**config.mk**
```make
export PLATFORM = sky130hd
export DESIGN_NAME = johnson_phase_monitor
export DESIGN_NICKNAME = d
export VERILOG_FILES = /design/src/rtl/johnson_phase_monitor.sv
export SDC_FILE = /design/constraint.sdc
export NUM_CORES = 1
export LEC_CHECK = 0
export ABC_CLOCK_PERIOD_IN_PS = 3130
export BUFFER_PORTS_ARGS = -buffer_cell sky130_fd_sc_hd__buf_4
export CAP_MARGIN = 10
export CORE_UTILIZATION = 25
export DETAILED_ROUTE_END_ITERATION = 8
export PLACE_DENSITY_LB_ADDON = 0.25
export SLEW_MARGIN = 20
export SYNTH_ARGS = -nofsm -noshare
export SYNTH_HDL_FRONTEND = slang
export SYNTH_SLANG_ARGS = --single-unit
export TNS_END_PERCENT = 30
```
**constraint.sdc**
```tcl
create_clock -name clk -period 3.13 [get_ports clk]
set_clock_uncertainty 0.05 [all_clocks]
set_input_delay 0.7825 -clock clk [delete_from_list [all_inputs] [get_ports clk]]
set_output_delay 0.7825 -clock clk [all_outputs]
set_load 0.01 [all_outputs]
```
**src/rtl/johnson_phase_monitor.sv**
```systemverilog
// Decodes a 4-bit Johnson code into a phase and tracks lock/sequence health.
// Two-stage pipeline: input register, then decode into registered outputs and FSM.
module johnson_phase_monitor #(
    parameter int unsigned LOCK_CNT = 4,
    parameter int unsigned ERR_W    = 8
) (
    input  logic             clk,
    input  logic             rst,
    input  logic [3:0]       count_in,
    input  logic             clr_err,
    output logic [7:0]       phase,
    output logic [2:0]       phase_idx,
    output logic             valid,
    output logic             illegal,
    output logic             seq_err,
    output logic             locked,
    output logic [ERR_W-1:0] err_cnt
);

    typedef enum logic [1:0] {
        IDLE,
        ACQ,
        LOCK
    } state_t;

    localparam logic [3:0] LOCK_TGT = 4'(LOCK_CNT);

    state_t     state, state_n;
    logic [3:0] cnt_q;
    logic       cnt_v;
    logic [3:0] good, good_n, good_inc;
    logic [2:0] prev_idx, prev_n;
    logic [2:0] code_idx;
    logic       code_ok;
    logic       is_succ, is_hold;
    logic       seq_n;

    always_comb begin
        code_ok  = 1'b1;
        code_idx = '0;
        case (cnt_q)
            4'b0000: code_idx = 3'd0;
            4'b0001: code_idx = 3'd1;
            4'b0011: code_idx = 3'd2;
            4'b0111: code_idx = 3'd3;
            4'b1111: code_idx = 3'd4;
            4'b1110: code_idx = 3'd5;
            4'b1100: code_idx = 3'd6;
            4'b1000: code_idx = 3'd7;
            default: code_ok  = 1'b0;
        endcase
    end

    always_comb begin
        state_n  = state;
        good_n   = good;
        prev_n   = prev_idx;
        seq_n    = 1'b0;
        good_inc = good + 4'd1;
        is_succ  = (code_idx == 3'(prev_idx + 3'd1));
        is_hold  = (code_idx == prev_idx);
        // cnt_q holds no real sample until the first edge after reset release
        if (cnt_v) begin
            if (code_ok) begin
                prev_n = code_idx;
            end
            case (state)
                IDLE: begin
                    if (code_ok) begin
                        state_n = ACQ;
                        good_n  = '0;
                    end
                end
                ACQ: begin
                    if (!code_ok) begin
                        state_n = IDLE;
                        good_n  = '0;
                    end else if (is_succ) begin
                        good_n = good_inc;
                        if (good_inc == LOCK_TGT) begin
                            state_n = LOCK;
                        end
                    end else if (!is_hold) begin
                        seq_n  = 1'b1;
                        good_n = '0;
                    end
                end
                LOCK: begin
                    if (!code_ok) begin
                        state_n = IDLE;
                        good_n  = '0;
                    end else if (!(is_succ || is_hold)) begin
                        seq_n   = 1'b1;
                        state_n = ACQ;
                        good_n  = '0;
                    end
                end
                default: begin
                    state_n = IDLE;
                    good_n  = '0;
                end
            endcase
        end
    end

    always_ff @(posedge clk or negedge rst) begin
        if (!rst) begin
            cnt_q     <= '0;
            cnt_v     <= 1'b0;
            state     <= IDLE;
            good      <= '0;
            prev_idx  <= '0;
            phase     <= '0;
            phase_idx <= '0;
            valid     <= 1'b0;
            illegal   <= 1'b0;
            seq_err   <= 1'b0;
            locked    <= 1'b0;
            err_cnt   <= '0;
        end else begin
            cnt_q    <= count_in;
            cnt_v    <= 1'b1;
            state    <= state_n;
            good     <= good_n;
            prev_idx <= prev_n;
            if (cnt_v) begin
                valid   <= code_ok;
                illegal <= !code_ok;
                seq_err <= seq_n;
                locked  <= (state_n == LOCK);
                phase   <= code_ok ? (8'd1 << code_idx) : '0;
                if (code_ok) begin
                    phase_idx <= code_idx;
                end
            end
            if (clr_err) begin
                err_cnt <= '0;
            end else if (cnt_v && (!code_ok || seq_n) && !(&err_cnt)) begin
                err_cnt <= err_cnt + 1'b1;
            end
        end
    end

endmodule

```
======== Word-level counts from Yosys, hierarchy flattened ========
Cells that the tools add are included.
storage, ports and cells
  word-level logic and storage cells ...... 71
  bits in registers ....................... 34
  bits of input ports ..................... 7
  output and inout bits ................... 23
cells by class
  eq/ne operators ......................... 16
  multiplexer cells ....................... 27
  reduce and logical (&&, ||, !) cells .... 13
  add/subtract/negate cells ............... 3
  shift operators ......................... 1
operators by type and width
  operator                                         count
  two-way mux 4 bit                                6
  two-way mux 8 bit                                3
  one-hot mux 3 bit (7 select lines)               1
  == test 4 bit, second input constant             4
  two-way mux 2 bit                                7
  one-hot mux 4 bit (3 select lines)               1
  adder 8 x 1 -> 8 bit, second input constant      1
  == test 4 x 3 -> 1 bit, second input constant    2
  AND reduction 8 bit                              1
  OR reduction 8 bit                               1
  left shift 1 x 3 -> 8 bit, first input constant  1
  two-way mux 1 bit                                7
  == test 3 bit                                    2
  one-hot mux 2 bit (3 select lines)               1
  adder 4 x 1 -> 4 bit, second input constant      1
  == test 2 bit, second input constant             2
  == test 4 x 1 -> 1 bit, second input constant    1
  == test 4 x 2 -> 1 bit, second input constant    1
  zero test 4 bit                                  1
  != test 4 bit, second input constant             1
  AND reduction 4 bit                              1
  adder 3 x 1 -> 3 bit, second input constant      1
  != test 3 bit, second input constant             1
  == test 2 x 1 -> 1 bit, second input constant    1
  other kinds (8)                                  11

======== Logic depth before layout (Yosys ltp) ========
Gate-level depths: netlist of the first run.
  word-level depth ........................ 13
  gate-level depth with buffers ........... 9
  depth with buffers taken out ............ 8

======== Worst setup path before layout of the first run ========
Ideal clock, no wire load.
  path type ............................... register -> register
  from .................................... register, netlist name phase_idx[0]
  to ...................................... register good[0]
  path buffers ............................ 0
  stages on the path, launching flop included .. 8
  path slack .............................. 643 ps
  period minus slack after synthesis ...... 2487 ps
  required time ........................... 2955 ps
  arrival time ............................ 2312 ps
  library setup time ...................... 125 ps
  cells stage by stage .................... dfrtp_1 -> ha_1 -> or2b_1 -> a211o_1 -> o2111a_2 -> or3_4 -> o211a_1 -> mux2_2
RTL lines
  item                  RTL line  RTL
  to (signal assigned)  124       good <= good_n;
  to (decl)             31        logic [3:0] good, good_n, good_inc;

======== Worst setup path after layout of the first run ========
  from .................................... register cnt_q[0]
  to ...................................... register good[0]
between the ends
  longest elaborated chain between the ends .. 6
  elaborated cells on any way between the ends .. 22
  classes of those cells .................. eq/ne: 12; mux: 6; reduce/logical: 4
ends and longest elaborated chain
  item                                                                              RTL line  RTL
  from (decl)                                                                       29        logic [3:0] cnt_q;
  from (signal assigned)                                                            121       cnt_q <= count_in;
  == test 4 bit, or another cell as far along                                       41        case (cnt_q)
  one-hot mux 3 bit (7 select lines)                                                41
  == test 3 bit, on equally long branches                                           60, 61
  two-way mux 4 bit / logical OR 1 bit (equally long branches)                      78, 92
  two-way mux 4 bit / != test 3 bit (equally long branches)                         --
  one-hot mux 4 bit (3 select lines) / AND reduction 4 bit (equally long branches)  --
Parallel ways exist; a longest one is shown, timed or not.
A chain may end at the register's enable or synchronous reset.

==> qor.yml, run 1 <==
cells_and_area:
  final_util_pct: 31.0
  drive_gt1_share_pct: 21.6
  fin_nets: 287
  area_delta_synth_final_pct: 18.3
  stdcell_count: 381
  antennaDiodeCount: 0
setup_path:
  cp_num_buf_inv: 0
  path_delay_family: "simple AND/OR/NAND/NOR gates"
  worstPathMaxFanout: 15
  crit_slowest_cell: "dfrtp_1"
  setup.worst_path.end_class: "flip-flop"
  critical_path.startpoint_type: "flip-flop"
  crit_path_cell_trace: "nand2_1 > or4b_1 > o2111a_2 > or3_4 > o211a_1 > mux2_2"
  crit_type: "flip-flop to flip-flop"
  worst_path_largest_cell_delay_ns: 0.69
  critPathRequiredTime_ns: 3.24
  cp.arrival_ns: 2.84
logic_synthesis:
  yosys_warnings: 0
  yosysMostFrequentCell: "dfrtp_1"
  async_flop_share_pct: 100
  synth-edff-count: 0
  ys_top_cells_by_area: "dfrtp_1 (37%), ha_1 (4.3%), nand2b_1 (3.5%)"
  yosys_register_bits: 34
  yosys.area.top_type: "dfrtp_1"
  synthFlopType: "dfrtp_1"
  yosysTopAreaCellShare_pct: 36.7
  syn_inst: 244
  synth.distinct_cells: 64
  syn_area_um2: 2320
  syn_avg_cell_area_um2: 9.51
  yosys-top-cells-count: "dfrtp_1 (34), nor2_1 (15), nand2b_1 (13)"
  syn_nets: 259
  seq_area_frac_synth_pct: 36.7
cts:
  clk_latency_ns: 0.28
  hold_buffers: 0
  post_cts_resized: 0
  cts_root_buf: "clkbuf_8"
  h-tree-depth: 2
  cts_buffers: 5
  postCtsSetupBuffers: 0
  cts.sinks: 34
  cts_tree: "yes"
  clk_pin_slew_worst_paths_ns: 0.07
  clockBufferDepth: 2
placement:
  dp_hpwl_mm: 3.76
  place.gp.congestion: 0.759
  io_buffers: 29
  placed_cells: 373
global_route:
  grt_pass1_wl_mm: 8.98
  antenna_found_initial: 0
  track_usage_pct: 11.5
  grt_max_degree: 35
  grt_overflow: 0
  grt_pass1_vias: 1775
sta:
  finalSetupTns_ns: 0
  period_share_pct: 87.0
  relSlewSlack_pct: 55.7
  hold_viol: 0
  rsz0062_at_grt: "false"
  setup_violations: 0
  worst_pin_slew_ns: 0.660
  drv_slew: 0
  fin_crit_ns: 2.72
  max_freq_mhz: 367
die:
  core-area_um2: 8850
  die_h_um: 98.4
  ios: 30
  floorplan.initialDensity_pct: 26.2
  rows: 34
  die-area_um2: 9670
  die_x_um: 98.4
drt:
  antenna_left: 0
  wirelength_mm: 5.25
  detail_route.wl_per_cell_um: 13.8
  first_pass_iters: 6
  avgViaCountPerCell: 4.93
  drc: 0
  vias: 1878
  drtIter0Drc: 102
hold_path:
  min_path_type: "input port to async pin"
pwr:
  internal_power_mw: 0.819
  seqPwrFrac_pct: 41.1
  p_leak_nw: 1.16
  p_per_area_nw_per_um2: 457
  pwr-share-comb_pct: 31.8
  p_sw_share_pct: 34.7
  p_switching_mw: 0.435
  ir_drop_v: 0.000170
  power_frac_clock_pct: 27.1
flow_run:
  maxCapViolations: 0
run_status:
  status: "finished, final reports clean"
-- final timing paths --
kind	from	end	slack, ns	depth (start not counted)
worst min register to register	phase[4]	phase[4]	0.44	2
max in group asynchronous	rst	err_cnt[3]	2.31	1
worst max-delay path	cnt_q[0]	good[0]	0.41	6
worst max register to register	cnt_q[0]	good[0]	0.41	6
worst min-delay path	rst	phase_idx[2]	0.39	1
min in group clk	phase[4]	phase[4]	0.44	2
-- final cells by class --
| type | instances | area, um2 |
|---|---|---|
| multi-input cells | 182 | 1350 |
| clock buffers | 7 | 86.3 |
| inverters | 13 | 48.8 |
| well taps | 108 | 135 |
| fillers | 944 | 6100 |
| repair buffers | 36 | 270 |
| flip-flops and latches | 34 | 851 |
| clock inverters | 1 | 5.00 |
-- kinds of logic (layout without fill, tap and decap cells) --
group | count (synthesis) | in the layout | synth area share [%]
simple gates | 85 | 85 | 20.8
mux | 15 | 15 | 7.28
buf+inv | 28 | 57 | 5.23
xor+xnor | 7 | 7 | 2.64
flops | 34 | 34 | 36.7
fa+ha+maj | 8 | 8 | 4.31
other cells | 1 | 1 | 0.162
compound gates | 66 | 66 | 22.9
-- stage by stage --
stage               hold slack (ns)  power (mW)  setup slack, ns  area [um2]
finish                        0.395        1.25            0.408        2750
global placement              0.417       0.925            0.412        2650
floorplan                     0.437       0.799            0.643        2320
CTS                           0.403        1.28            0.402        2750
global route                  0.427        1.34            0.233        2750
detailed placement            0.428       0.923            0.439        2650
-- power by group through the flow --
stage	clock [mW]	sequential, mW	combinational, mW
2_1_floorplan	0	0.519	0.279
3_3_place_gp	0	0.524	0.401
3_5_place_dp	0	0.524	0.399
4_1_cts	0.365	0.515	0.402
5_1_grt	0.375	0.521	0.441
6_report	0.340	0.515	0.399
-- registers in the layout, indices dropped and copies added (netlist names) --
register and cells:
state 2, phase 8, good 4, err_cnt 8
cnt_q 4, illegal 1, valid 1, phase_idx 3
cnt_v 1, seq_err 1, locked 1
-- layout by cell type, fill, tap and decap left out, types with 2 or more instances in the layout --
cell | synthesis | final
xnor2_1 | 3 | 3
nor2b_1 | 9 | 9
dfrtp_1 | 34 | 34
nand3b_1 | 3 | 3
or3_4 | 2 | 2
a22o_1 | 2 | 2
xor2_1 | 4 | 4
mux2_2 | 5 | 5
nand3_1 | 12 | 12
mux2_1 | 7 | 7
o31ai_1 | 4 | 4
a21boi_0 | 2 | 2
o22ai_1 | 3 | 3
a211oi_1 | 7 | 7
nand2b_1 | 13 | 13
o311ai_4 | 2 | 2
mux2i_1 | 2 | 2
inv_1 | 12 | 12
o41ai_1 | 3 | 3
nand4_1 | 5 | 5
clkbuf_8 | 0 | 6
o311ai_0 | 2 | 2
nor2_1 | 15 | 15
o21ai_0 | 12 | 12
o21a_1 | 3 | 3
nand2_1 | 11 | 11
nor3_1 | 4 | 4
a211o_1 | 2 | 2
buf_4 | 1 | 36
ha_1 | 8 | 8
a21oi_1 | 8 | 8
-- layer usage --
metal | up-vias | GRT usage, % | share of wire (%)
met3 | 2 | 2.15 | 3.1
li1 | 955 | - | -
met4 | 0 | 3.44 | 0.78
met2 | 32 | 16.3 | 44
met1 | 889 | 17.6 | 52
met5 | - | 0 | 0
Note: power is estimated with default switching activity, not from simulation.
==> run 2: changes to the inputs <==
==> constraint.sdc (replaced) <==
create_clock -name clk -period 3.13 [get_ports clk]
set_clock_uncertainty 0.05 [all_clocks]
set_input_delay 0 -clock clk [delete_from_list [all_inputs] [get_ports clk]]
set_output_delay 0 -clock clk [all_outputs]
set_load 0.01 [all_outputs]
==> run 2 against run 1 <==
Compared with the run above: core utilization increased by 0.57 points; highest routed layer unchanged; largest power group unchanged; maximum frequency about the same; register-to-register slack about the same.
==> qor.yml, run 2 (synthesis results as in run 1) <==
setup_path:
  setup.worst_path.end_class: "flip-flop"  # unchanged
  critical_path.startpoint_type: "flip-flop"  # unchanged
  cp.arrival_ns: 2.84  # about the same
  critPathRequiredTime_ns: 3.24  # about the same
  crit_type: "flip-flop to flip-flop"  # unchanged
  rr_endpoint: "good[0]"  # unchanged
  ff2ff_path_depth: 6  # unchanged
  r2r_slack_ns: 0.41  # about the same
  r2r_start: "cnt_q[0]"  # unchanged
  worstPathMaxFanout: 15  # unchanged
die:
  core-area_um2: 8850  # unchanged
  die_h_um: 98.4  # unchanged
  ios: 30  # unchanged
  die-area_um2: 9670  # unchanged
  rows: 34  # unchanged
  die_x_um: 98.4  # unchanged
  floorplan.initialDensity_pct: 26.2  # unchanged
drt:
  avgViaCountPerCell: 4.93  # about the same
  drc: 0  # unchanged
  detail_route.wl_per_cell_um: 13.6  # was 13.8 um
  antenna_left: 0  # unchanged
  vias: 1902  # was 1878
  wirelength_mm: 5.25  # about the same
  drtIter0Drc: 119  # was 102
  first_pass_iters: 6  # unchanged
global_route:
  grt_pass1_wl_mm: 9.01  # was 8.98 mm
  antenna_found_initial: 0  # unchanged
  grt_overflow: 0  # unchanged
  track_usage_pct: 11.6  # was 11.5%
  grt_max_degree: 35  # unchanged
  grt_pass1_vias: 1776  # was 1775
sta:
  finalSetupTns_ns: 0  # unchanged
  worst_pin_slew_ns: 0.654  # was 0.660 ns
  period_share_pct: 87.0  # about the same
  hold_ws_ns: 0.0599  # was 0.395 ns
  fin_crit_ns: 2.72  # about the same
  relSlewSlack_pct: 56.1  # was 55.7%
  drv_slew: 0  # unchanged
  setup_violations: 0  # unchanged
  max_freq_mhz: 367  # about the same
  hold_viol: 0  # unchanged
  rsz0062_at_grt: "false"  # unchanged
cells_and_area:
  final_common_cell: "buf_4"  # unchanged
  drive_gt1_share_pct: 21.2  # was 21.6%
  register_area_um2: 851  # unchanged
  final_util_pct: 31.6  # was 31.0%
  final_cell_mix: "buf_4 (36), dfrtp_1 (34), nor2_1 (15), nand2b_1 (13)"  # unchanged
  fin_nets: 292  # was 287
  multi_input_area_um2: 1350  # unchanged
  reg_top3: "err_cnt x8, phase x8"  # unchanged
  area_delta_synth_final_pct: 20.4  # was 18.3%
  antennaDiodeCount: 0  # unchanged
  nFillCells: 937  # was 944
pwr:
  p_sw_share_pct: 34.7  # about the same
  p_leak_nw: 1.18  # was 1.16 nW
  internal_power_mw: 0.823  # was 0.819 mW
  seqPwrFrac_pct: 40.9  # was 41.1%
  ir_drop_v: 0.000171  # was 0.000170 V
  power_frac_clock_pct: 27.1  # about the same
  p_switching_mw: 0.437  # was 0.435 mW
  p_per_area_nw_per_um2: 451  # was 457 nW/um2
  pwr-share-comb_pct: 32.1  # was 31.8%
  power_mw: 1.26  # was 1.25 mW
cts:
  clk_pin_slew_worst_paths_ns: 0.07  # about the same
  cts_root_buf: "clkbuf_8"  # unchanged
  cts_buffers: 5  # unchanged
  clk_latency_ns: 0.28  # about the same
  clockBufferDepth: 2  # unchanged
  postCtsSetupBuffers: 0  # unchanged
  h-tree-depth: 2  # unchanged
  post_cts_resized: 0  # unchanged
  cts_tree: "yes"  # unchanged
  cts.sinks: 34  # unchanged
  hold_buffers: 5  # was 0
placement:
  io_buffers: 29  # unchanged
  dp_hpwl_mm: 3.76  # unchanged
  place.gp.congestion: 0.759  # unchanged
run_status:
  status: "finished, final reports clean"  # unchanged
hold_path:
  min_to: "err_cnt[1]"
  min_path_type: "input port to flip-flop"  # was input port to async pin
  hold_depth: 3
  hp-start: "clr_err"
flow_run:
  maxCapViolations: 0  # unchanged
-- run 2: cell types whose count changed in the layout (fill, tap and decap cells not counted) --
cell           previous run  this run
dlygate4sd3_1             0         5
-- run 2: worst max-delay path, stage by stage (launching register included) --
cell and delay, ns:
dfrtp_1 0.68, nand2_1 0.23, or4b_1 0.52, o2111a_2 0.20, or3_4 0.36, o211a_1 0.29
mux2_2 0.27
-- run 2: power groups by stage --
stage | sequential [mW] | combinational (mW) | clock (mW)
after floorplan | 0.519 | 0.279 | 0
after global placement | 0.524 | 0.401 | 0
after detailed placement | 0.524 | 0.399 | 0
after CTS | 0.515 | 0.407 | 0.365
after global routing | 0.521 | 0.447 | 0.375
final | 0.515 | 0.404 | 0.341
-- run 2: routing by layer --
metal | vias up | GRT usage [%] | routed length, um | share of wire (%)
met5 | - | 0 | 0 | 0
met4 | 0 | 3.44 | 41 | 0.78
met3 | 2 | 2.15 | 155 | 3.0
met2 | 32 | 16.3 | 2340 | 45
met1 | 903 | 17.7 | 2710 | 52
li1 | 965 | - | - | -
-- run 2: layout make-up --
cell class / count / share of cell area (%)
Multi-Input combinational cell: 182 / 48.3
Sequential cell: 34 / 30.4
Timing Repair Buffer: 41 / 11.5
Inverter: 13 / 1.75
Clock buffer: 7 / 3.09
Clock inverter: 1 / 0.179
Tap cell: 108 / 4.83
-- run 2: per-stage QoR --
step,worst slack (ns),instances,cell area (um2)
after global routing,0.233,386,2800
after detailed placement,0.439,373,2650
final,0.407,386,2800
after CTS,0.402,386,2800
after global placement,0.412,373,2650
after floorplan,0.643,244,2320
-- run 2: worst max path at each step --
stage / cells past startpoint / end / from / slack [ns]
final: 6 / good[0] / cnt_q[0] / 0.41
after floorplan: 7 / good[0] / phase_idx[0] / 0.64
after global placement: 6 / err_cnt[0] / cnt_q[0] / 0.41
after global routing: 6 / err_cnt[0] / cnt_q[0] / 0.23
after CTS: 6 / err_cnt[0] / cnt_q[0] / 0.40
after detailed placement: 6 / good[0] / cnt_q[0] / 0.44
